--- config.mk ---
export PLATFORM = sky130hd
export DESIGN_NAME = iterative_divider
export DESIGN_NICKNAME = d
export VERILOG_FILES = /design/src/rtl/divider_pkg.sv /design/src/rtl/div_step.sv /design/src/rtl/iterative_divider.sv
export SDC_FILE = /design/constraint.sdc
export NUM_CORES = 1
export LEC_CHECK = 0
export ABC_AREA = 1
export BUFFER_PORTS_ARGS = -buffer_cell sky130_fd_sc_hd__buf_2
export CORE_MARGIN = 4
export CORE_UTILIZATION = 53
export CTS_CLUSTER_SIZE = 12
export DETAILED_ROUTE_END_ITERATION = 6
export PLACE_DENSITY = 0.76
export SYNTH_ARGS = -nofsm -noshare
export SYNTH_HDL_FRONTEND = slang
export SYNTH_SLANG_ARGS = --single-unit
--- constraint.sdc ---
create_clock -name clk -period 2.9 [get_ports clk]
set_input_delay 0.29 -clock clk [delete_from_list [all_inputs] [get_ports clk]]
set_output_delay 0.29 -clock clk [all_outputs]
set_load 0.05 [all_outputs]
--- src/rtl/divider_pkg.sv ---
// Shared types and constants for the multi-cycle DIV/IDIV unit.
package divider_pkg;

    typedef enum logic [1:0] {
        IDLE   = 2'd0,
        PREP   = 2'd1,
        DIVIDE = 2'd2,
        FIX    = 2'd3
    } DivState_t;

    // Interrupt vector the microcode takes when the divider reports an error.
    localparam logic [7:0] DIV_ERROR_VECTOR = 8'h00;

endpackage

--- src/rtl/div_step.sv ---
// One combinational restoring step: shift in the next dividend bit, subtract the
// divisor if it fits, and report the resulting quotient bit.
module div_step #(
    parameter int WIDTH = 16
) (
    input  logic [WIDTH:0]   rem_i,
    input  logic             bit_i,
    input  logic [WIDTH-1:0] div_i,
    output logic [WIDTH:0]   rem_o,
    output logic             q_o
);

    logic [WIDTH:0] shifted;
    logic [WIDTH:0] div_ext;

    assign shifted = {rem_i[WIDTH-1:0], bit_i};
    assign div_ext = {1'b0, div_i};

    // A set top bit means the shifted value already exceeds any divisor.
    assign q_o   = rem_i[WIDTH] | (shifted >= div_ext);
    assign rem_o = q_o ? (shifted - div_ext) : shifted;

endmodule

--- src/rtl/iterative_divider.sv ---
// Multi-cycle restoring divider with 8086 DIV/IDIV semantics: 2*WIDTH-bit dividend,
// WIDTH-bit divisor, divide error on zero divisor or quotient overflow.
module iterative_divider
    import divider_pkg::*;
#(
    parameter int WIDTH          = 16,
    parameter int BITS_PER_CYCLE = 1
) (
    input  logic               clk,
    input  logic               reset_n,
    input  logic               start,
    input  logic               is_signed,
    input  logic [2*WIDTH-1:0] dividend,
    input  logic [WIDTH-1:0]   divisor,
    output logic               busy,
    output logic               done,
    output logic               error,
    output logic [WIDTH-1:0]   quotient,
    output logic [WIDTH-1:0]   remainder,
    output DivState_t          state_o
);

    // Handshake: start is sampled only while idle; busy is high for the whole
    // operation; done pulses one cycle with busy low and results valid, and a new
    // start may be presented in that same cycle.

    localparam int N  = WIDTH / BITS_PER_CYCLE;
    localparam int CW = $clog2(N) + 1;
    localparam logic [WIDTH-1:0] MAX_POS = {1'b0, {(WIDTH-1){1'b1}}};

    DivState_t          state_q, state_d;
    logic               sgn_q, sgn_d;
    logic [2*WIDTH-1:0] dvd_q, dvd_d;
    logic [WIDTH-1:0]   dvs_q, dvs_d;
    logic [WIDTH:0]     rem_q, rem_d;
    logic [WIDTH-1:0]   lo_q, lo_d;
    logic [WIDTH-1:0]   dmag_q, dmag_d;
    logic [CW-1:0]      cnt_q, cnt_d;
    logic               done_q, done_d;
    logic               error_q, error_d;
    logic [WIDTH-1:0]   quot_q, quot_d;
    logic [WIDTH-1:0]   rmd_q, rmd_d;

    logic               a_neg, d_neg, q_neg, early_err, q_ovf;
    logic [2*WIDTH-1:0] a_mag;
    logic [WIDTH-1:0]   d_mag;

    assign a_neg     = sgn_q & dvd_q[2*WIDTH-1];
    assign d_neg     = sgn_q & dvs_q[WIDTH-1];
    assign q_neg     = a_neg ^ d_neg;
    assign a_mag     = a_neg ? -dvd_q : dvd_q;
    assign d_mag     = d_neg ? -dvs_q : dvs_q;
    // Upper half >= divisor means the quotient cannot fit; also catches divisor 0.
    assign early_err = a_mag[2*WIDTH-1:WIDTH] >= d_mag;
    assign q_ovf     = sgn_q & (lo_q > MAX_POS);

    logic [BITS_PER_CYCLE:0][WIDTH:0] rem_chain;
    logic [BITS_PER_CYCLE-1:0]        q_bits;
    logic [WIDTH-1:0]                 lo_next;

    assign rem_chain[0] = rem_q;

    for (genvar k = 0; k < BITS_PER_CYCLE; k++) begin : g_step
        div_step #(.WIDTH(WIDTH)) u_step (
            .rem_i (rem_chain[k]),
            .bit_i (lo_q[WIDTH-1-k]),
            .div_i (dmag_q),
            .rem_o (rem_chain[k+1]),
            .q_o   (q_bits[BITS_PER_CYCLE-1-k])
        );
    end

    // Dividend bits leave lo_q at the top while quotient bits enter at the bottom.
    if (BITS_PER_CYCLE < WIDTH) begin : g_lo_shift
        assign lo_next = {lo_q[WIDTH-1-BITS_PER_CYCLE:0], q_bits};
    end else begin : g_lo_full
        assign lo_next = q_bits;
    end

    always_ff @(posedge clk) begin
        if (!reset_n) begin
            state_q <= IDLE;
            sgn_q   <= 1'b0;
            dvd_q   <= '0;
            dvs_q   <= '0;
            rem_q   <= '0;
            lo_q    <= '0;
            dmag_q  <= '0;
            cnt_q   <= '0;
            done_q  <= 1'b0;
            error_q <= 1'b0;
            quot_q  <= '0;
            rmd_q   <= '0;
        end else begin
            state_q <= state_d;
            sgn_q   <= sgn_d;
            dvd_q   <= dvd_d;
            dvs_q   <= dvs_d;
            rem_q   <= rem_d;
            lo_q    <= lo_d;
            dmag_q  <= dmag_d;
            cnt_q   <= cnt_d;
            done_q  <= done_d;
            error_q <= error_d;
            quot_q  <= quot_d;
            rmd_q   <= rmd_d;
        end
    end

    always_comb begin
        state_d = state_q;
        sgn_d   = sgn_q;
        dvd_d   = dvd_q;
        dvs_d   = dvs_q;
        rem_d   = rem_q;
        lo_d    = lo_q;
        dmag_d  = dmag_q;
        cnt_d   = cnt_q;
        done_d  = 1'b0;
        error_d = error_q;
        quot_d  = quot_q;
        rmd_d   = rmd_q;

        unique case (state_q)
            IDLE: begin
                if (start) begin
                    sgn_d   = is_signed;
                    dvd_d   = dividend;
                    dvs_d   = divisor;
                    state_d = PREP;
                end
            end
            PREP: begin
                if (early_err) begin
                    done_d  = 1'b1;
                    error_d = 1'b1;
                    state_d = IDLE;
                end else begin
                    rem_d   = {1'b0, a_mag[2*WIDTH-1:WIDTH]};
                    lo_d    = a_mag[WIDTH-1:0];
                    dmag_d  = d_mag;
                    cnt_d   = CW'(N - 1);
                    state_d = DIVIDE;
                end
            end
            DIVIDE: begin
                rem_d = rem_chain[BITS_PER_CYCLE];
                lo_d  = lo_next;
                if (cnt_q == '0) begin
                    state_d = FIX;
                end else begin
                    cnt_d = cnt_q - CW'(1);
                end
            end
            FIX: begin
                done_d  = 1'b1;
                state_d = IDLE;
                // -2^(WIDTH-1) is deliberately rejected, matching 8086 IDIV.
                error_d = q_ovf;
                if (!q_ovf) begin
                    quot_d = q_neg ? -lo_q : lo_q;
                    rmd_d  = a_neg ? -rem_q[WIDTH-1:0] : rem_q[WIDTH-1:0];
                end
            end
            default: state_d = IDLE;
        endcase
    end

    assign busy      = (state_q != IDLE);
    assign done      = done_q;
    assign error     = error_q;
    assign quotient  = quot_q;
    assign remainder = rmd_q;
    assign state_o   = state_q;

endmodule

==> results of run 1 <==
-- placed cells by master (no fill, tap or decap), types with 15 or more instances in the layout --
master,netlist,routed
a21oi_1,96,91
buf_2,13,88
buf_4,5,103
clkbuf_16,0,17
dfxtp_1,139,137
ha_1,38,31
inv_1,182,176
inv_2,9,15
nand2_1,331,305
nand2_2,14,37
nand3_1,83,74
nor2_1,229,209
nor2_2,6,21
o21ai_0,97,93
xor2_1,40,38
-- layout make-up --
class                           instances  area share
Inverter                              193      0.0642
Multi-Input combinational cell       1036       0.494
Clock inverter                         12      0.0122
Clock buffer                           19      0.0399
Sequential cell                       139       0.245
Timing Repair Buffer                  202       0.120
Tap cell                              220      0.0242
Timing Repair inverter                  1    0.000440
-- repair_timing --
action                                  4_1_cts  5_1_grt
endpoints found under the setup margin       53       57
setup buffers                                20        6
pin swaps                                    24       38
gates cloned                                  1        1
gates resized for setup                      54       69
-- cell families after synthesis --
family,after synthesis
XOR/XNOR,48
adder cells (fa/ha/maj),39
AND/OR/NAND/NOR,705
AO/OA/AOI/OAI,244
buffers and inverters,244
flip-flops,139
-- per-layer routing --
metal / up-vias / track usage / share of wire / wire, um
met5: - / 0 / 0 / 0
met4: 0 / 0.0962 / 0.031 / 851
met3: 70 / 0.0577 / 0.072 / 1940
met2: 385 / 0.442 / 0.46 / 12300
met1: 4284 / 0.361 / 0.44 / 12000
li1: 4867 / - / - / -
-- power by group --
group	switching, mW	leakage, nW	internal [mW]
sequential	0.325	1.14	2.17
clock	0.895	0.284	1.32
combinational	4.32	4.10	2.33
-- per-stage QoR --
stage	setup TNS (ns)	total power, mW	std cells
after floorplan	0	7.14	1419
after global routing	-9.89	12.3	1822
after global placement	-3.89	8.54	1764
final	-1.23	11.4	1822
after detailed placement	-4.63	8.62	1764
after CTS	-0.203	11.1	1815
-- sequential cells by signal (all words and copies together) (netlist names), named ones only --
signal and cells:
sgn_q 1, dvd_q 32, cnt_q 5, state_o 1, lo_q 16, rem_q 17
error 1, dvs_q 16, quotient 16, done 1, remainder 16, dmag_q 16
-- path summary, 6_finish.rpt --
| kind | start | end | slack [ns] | cells after the start |
|---|---|---|---|---|
| max | dvd_q[8] | rem_q[6] | -0.1 | 19 |
| min | dividend[14] | dvd_q[14] | 0.1 | 3 |
| max reg2reg | dvd_q[8] | rem_q[6] | -0.1 | 19 |
| min reg2reg | dmag_q[10] | dmag_q[10] | 0.46 | 2 |
-- tightest hold or removal path, cell delays in order --
cell,delay (ns)
buf_2,0.07
o21ai_0,0.07
nor2_1,0.07
==> run metrics, run 1 <==
status=complete, but fails checks; failing checks=negative setup slack; cts hold-fix bufs=0; most frequent cell after synthesis=nand2_1; peak supply drop=578 uV; vias post-DR=9606; combinational family with the most area after synthesis=simple AND/OR/NAND/NOR gates; Final Util=0.685; Setup Crit Path Kind=reg -> reg; Worst path slowest cell=dfxtp_1; die height=138 um; XOR/XNOR Fraction of Synth Area=0.0469; Via density=5.27; H-tree depth=4; largest net degree at the start of global routing=83; Tcrit/Tclk final=1.03; clock tree buffer depth=2; mux cell area share after synthesis=0; GP Congestion=0.967; CP Max Fanout=8; Synth area leader=dfxtp_1; Die Wd=138 um; CP arrival=3.34 ns; row cnt=47; Leakage=5.52 nW; nets=1681; # IOs=89; crit path cell chain=nor2_4 -> nand2_1 -> buf_4 -> nor2_2 -> nand2_2 -> o21ai_2 -> nand2_1 -> a21boi_2 -> ha_1 -> nand2_2 -> nor2_1 -> a21oi_4 -> nand3_2 -> nor2_4 -> buf_6 -> nand2_2 -> nand2_1 -> nor2_1 -> nor2_1; sequential fraction of the synthesis area=0.310; worst slew pin tran=0.795 ns; critical path required time=3.24 ns; syn nets=1510; Max Slew Vio Count=0; layout cell share with drive strength beyond 1=0.227; register bit total from synthesis=139; CTS tree=built; Yosys top cell area share=0.310; Tmin final=3.00 ns; routed len/inst=14.9 um; post-synthesis compound-gate area fraction=0.149; DRT antenna net count=0; dpl cell area=10100 sq um; skew final=0.0113 ns; filler cell count=1414; CTS Buf Count=17; gr usage total=0.273; Worst path max stage delay=0.36 ns; Initial DRC Count=868; total grt overflow=0; Place WS=-0.161 ns; crit start category=flop; area growth from synthesis to layout=26.7%; Synth Area in Adders=0.0552; synth unique cells=46; dpl hpwl=19.6 mm; DR DRC count=0; top cell family by delay on the critical path=simple AND/OR/NAND/NOR gates; final instance area=11400 sq um; Max Freq=334 MHz; vias in the first global route=8766; Synth Flop Type=dfxtp_1; Critical Path Sink Type=flop; Avg Cell Area, Syn=6.32 sq um; Post-Syn Instances=1419; CORE AREA=16600 sq um; Diodes inserted=0; PwrDens=999 nW/um^2; die area=19100 sq um; clk sinks=139; number of synthesized flops with an enable pin=0; Fin Hold WS=0.0990 ns; Worst-path clk slew=0.06 ns; Area contributors post-synth=dfxtp_1, nand2_1, nor2_1; Synth Area in Simple Gates=0.327; RSZ-0062 raised after global routing=yes; aggregate routed wire length=27.1 mm; Port Buffers=88; max_cap viols=0; initial core utilization=0.541; YS warnings=0; clk_lat worst skew=0.44 ns; area occupied by multi-input gates=5620 sq um; Worst Slack Setup Final=-0.0954 ns; Seq. cell area=2790 sq um; asr flop ratio synth=0; worst hold path type=in -> reg; initial antenna violation count=0; first-pass GRT wire length=43.2 mm; setup violators final=45; clock root buffer=clkbuf_16; relative max-transition margin=0.466; commonest cells in the netlist=nand2_1, nor2_1, inv_1; Fin. Hold Viols=0; mapped cell area=8970 sq um; 1st-pass router iterations=6; Critical path buffers and inverters=2
Power figures use the tool's default switching activity.
==> run 2, diff against run 1 <==
--- a/config.mk
+++ b/config.mk
@@ -11,7 +11,7 @@
 export CORE_UTILIZATION = 53
 export CTS_CLUSTER_SIZE = 12
 export DETAILED_ROUTE_END_ITERATION = 6
-export PLACE_DENSITY = 0.76
+export PLACE_DENSITY = 0.75
 export SYNTH_ARGS = -nofsm -noshare
 export SYNTH_HDL_FRONTEND = slang
 export SYNTH_SLANG_ARGS = --single-unit
==> run metrics, run 2 (synthesis gave the netlist of run 1 again) <==
largest registers=dvd_q: 32 flops, rem_q: 17 flops; most frequent cells in the layout=nand2_1, nor2_1, inv_1; CTS tree=built; Initial DRC Count=879; worst slew pin tran=0.800 ns; total grt overflow=0; peak supply drop=1090 uV; largest net degree at the start of global routing=83; met2 WL post-DR=12.0 mm; 1st-pass router iterations=7; routed len/inst=14.6 um; wl on met1=11.6 mm; status=complete, but fails checks; Tmin final=3.04 ns; Power, Total=11.1 mW; row cnt=47; nets=1647; DRT antenna net count=0; die area=19100 sq um; Port Buffers=88; Reg with most FFs=dvd_q; crit start category=flop; clk sinks=139; Fin. Hold Viols=0; timing startpoint of the critical path=dvd_q[0]; clock tree buffer depth=2; dpl hpwl=19.3 mm; Critical Path Sink Type=flop; skew final=0.0123 ns; clock root buffer=clkbuf_16; R2R depth=21; Tcrit/Tclk final=1.05; Setup Crit Path Kind=reg -> reg; setup violators final=55; hold path start=dividend[9]; critical path required time=3.18 ns; aggregate routed wire length=26.1 mm; H-tree depth=4; top sig layer=met4; die height=138 um; max FFs per register=32; initial core utilization=0.541; gr usage total=0.259; filler cell count=1545; DR DRC count=0; Leakage=5.34 nW; # IOs=89; Worst path slowest cell=dfxtp_1; flop2flop setup slack=-0.14 ns; Worst Slack Setup Final=-0.139 ns; Worst Hold Depth=3; CTS Buf Count=17; area growth from synthesis to layout=22.6%; Die Wd=138 um; CP arrival=3.32 ns; Max Slew Vio Count=0; Worst path max stage delay=0.30 ns; WL met3=1.80 mm; CP dominant cell by count=nand2_1; commonest non-fill, non-tap cell in the layout=nand2_1; final instance area=11000 sq um; vias post-DR=9492; GP Congestion=0.947; crit path cell chain=inv_1 -> ha_2 -> nand3_4 -> nor2_4 -> buf_4 -> nand3_1 -> nand2_1 -> nand2_1 -> a21oi_2 -> ha_1 -> nand2_1 -> a21oi_1 -> nor2_1 -> nand2_1 -> nand2_2 -> nand4_4 -> clkbuf_16 -> nand3_2 -> nand2_1 -> nor2_1 -> nor2_1; max_cap viols=0; Via density=5.31; RR Endpoint=rem_q[7]; relative max-transition margin=0.463; clk_lat worst skew=0.43 ns; Max Freq=329 MHz; worst hold path type=in -> reg; RSZ-0062 raised after global routing=yes; layout cell share with drive strength beyond 1=0.196; initial antenna violation count=0; vias in the first global route=8480; first-pass GRT wire length=41.2 mm; Final Util=0.663; dpl cell area=9990 sq um; Diodes inserted=0; Worst-path clk slew=0.07 ns; CORE AREA=16600 sq um; Hold EP=dvd_q[9]; RR Startpoint=dvd_q[0]; Setup TNS=-4.24 ns; CP Max Fanout=6; failing checks=negative setup slack; PwrDens=1010 nW/um^2
run 2: changes by cell type in the layout (fill, tap and decap cells not counted), moves of 3 or more:
cell / delta
nand2_2: -14
buf_4: -32
nand3_2: +14
ha_1: +5
nand2_1: +16
nor2_2: -5
ha_4: -5
nand3_4: -4
buf_6: -5
nor2_1: +5
a21oi_2: +3
nand3_1: -10
run 2: metal layers:
layer  vias up  track usage
li1       4814            -
met1      4275        0.353
met2       339        0.422
met3        64       0.0352
met4         0       0.0910
met5         -            0
run 2: power breakdown:
group / total, mW / internal [mW] / switching [mW]
clock: 2.15 / 1.27 / 0.878
combinational: 6.43 / 2.22 / 4.20
sequential: 2.49 / 2.17 / 0.323
run 2: final cells by class:
type	instances	area, sq um	share of cell area
clock buffers	19	433	0.0394
clock inverters	13	143	0.0130
inverters	193	729	0.0663
multi-input cells	1037	5510	0.501
flip-flops and latches	139	2780	0.253
well taps	220	275	0.0250
repair buffers	167	1120	0.102
repair inverters	1	6.26	0.000569
run 2: repair_timing:
item	in CTS	in global routing
pin swaps	3	20
setup endpoints to repair	57	57
resized for setup	20	71
gates cloned	0	4
setup buffers	0	5
hold buffers	0	0
run 2: critical path: cells and delay by family (launching register included):
kind	cells	cell delay [ns]
AND/OR/NAND/NOR	14	1.37
AO/OA/AOI/OAI	2	0.24
buffers and inverters	3	0.50
flip-flops	1	0.30
adder cells (fa/ha/maj)	2	0.50
run 2: worst max path at each step:
stage | endpoint | slack [ns] | cells after the start
2_1_floorplan | rem_q[14] | 0.18 | 19
3_3_place_gp | rem_q[3] | -0.12 | 17
3_5_place_dp | rem_q[3] | -0.21 | 18
4_1_cts | lo_q[2] | -0.02 | 21
5_1_grt | rem_q[6] | -0.35 | 22
6_report | rem_q[7] | -0.14 | 21
run 2: through the flow:
stage	hold slack [ns]	setup WS, ns	cells
floorplan	0.428	0.181	1419
global placement	0.442	-0.122	1748
detailed placement	0.460	-0.208	1748
CTS	0.101	-0.0152	1780
global route	0.118	-0.349	1789
finish	0.113	-0.139	1789
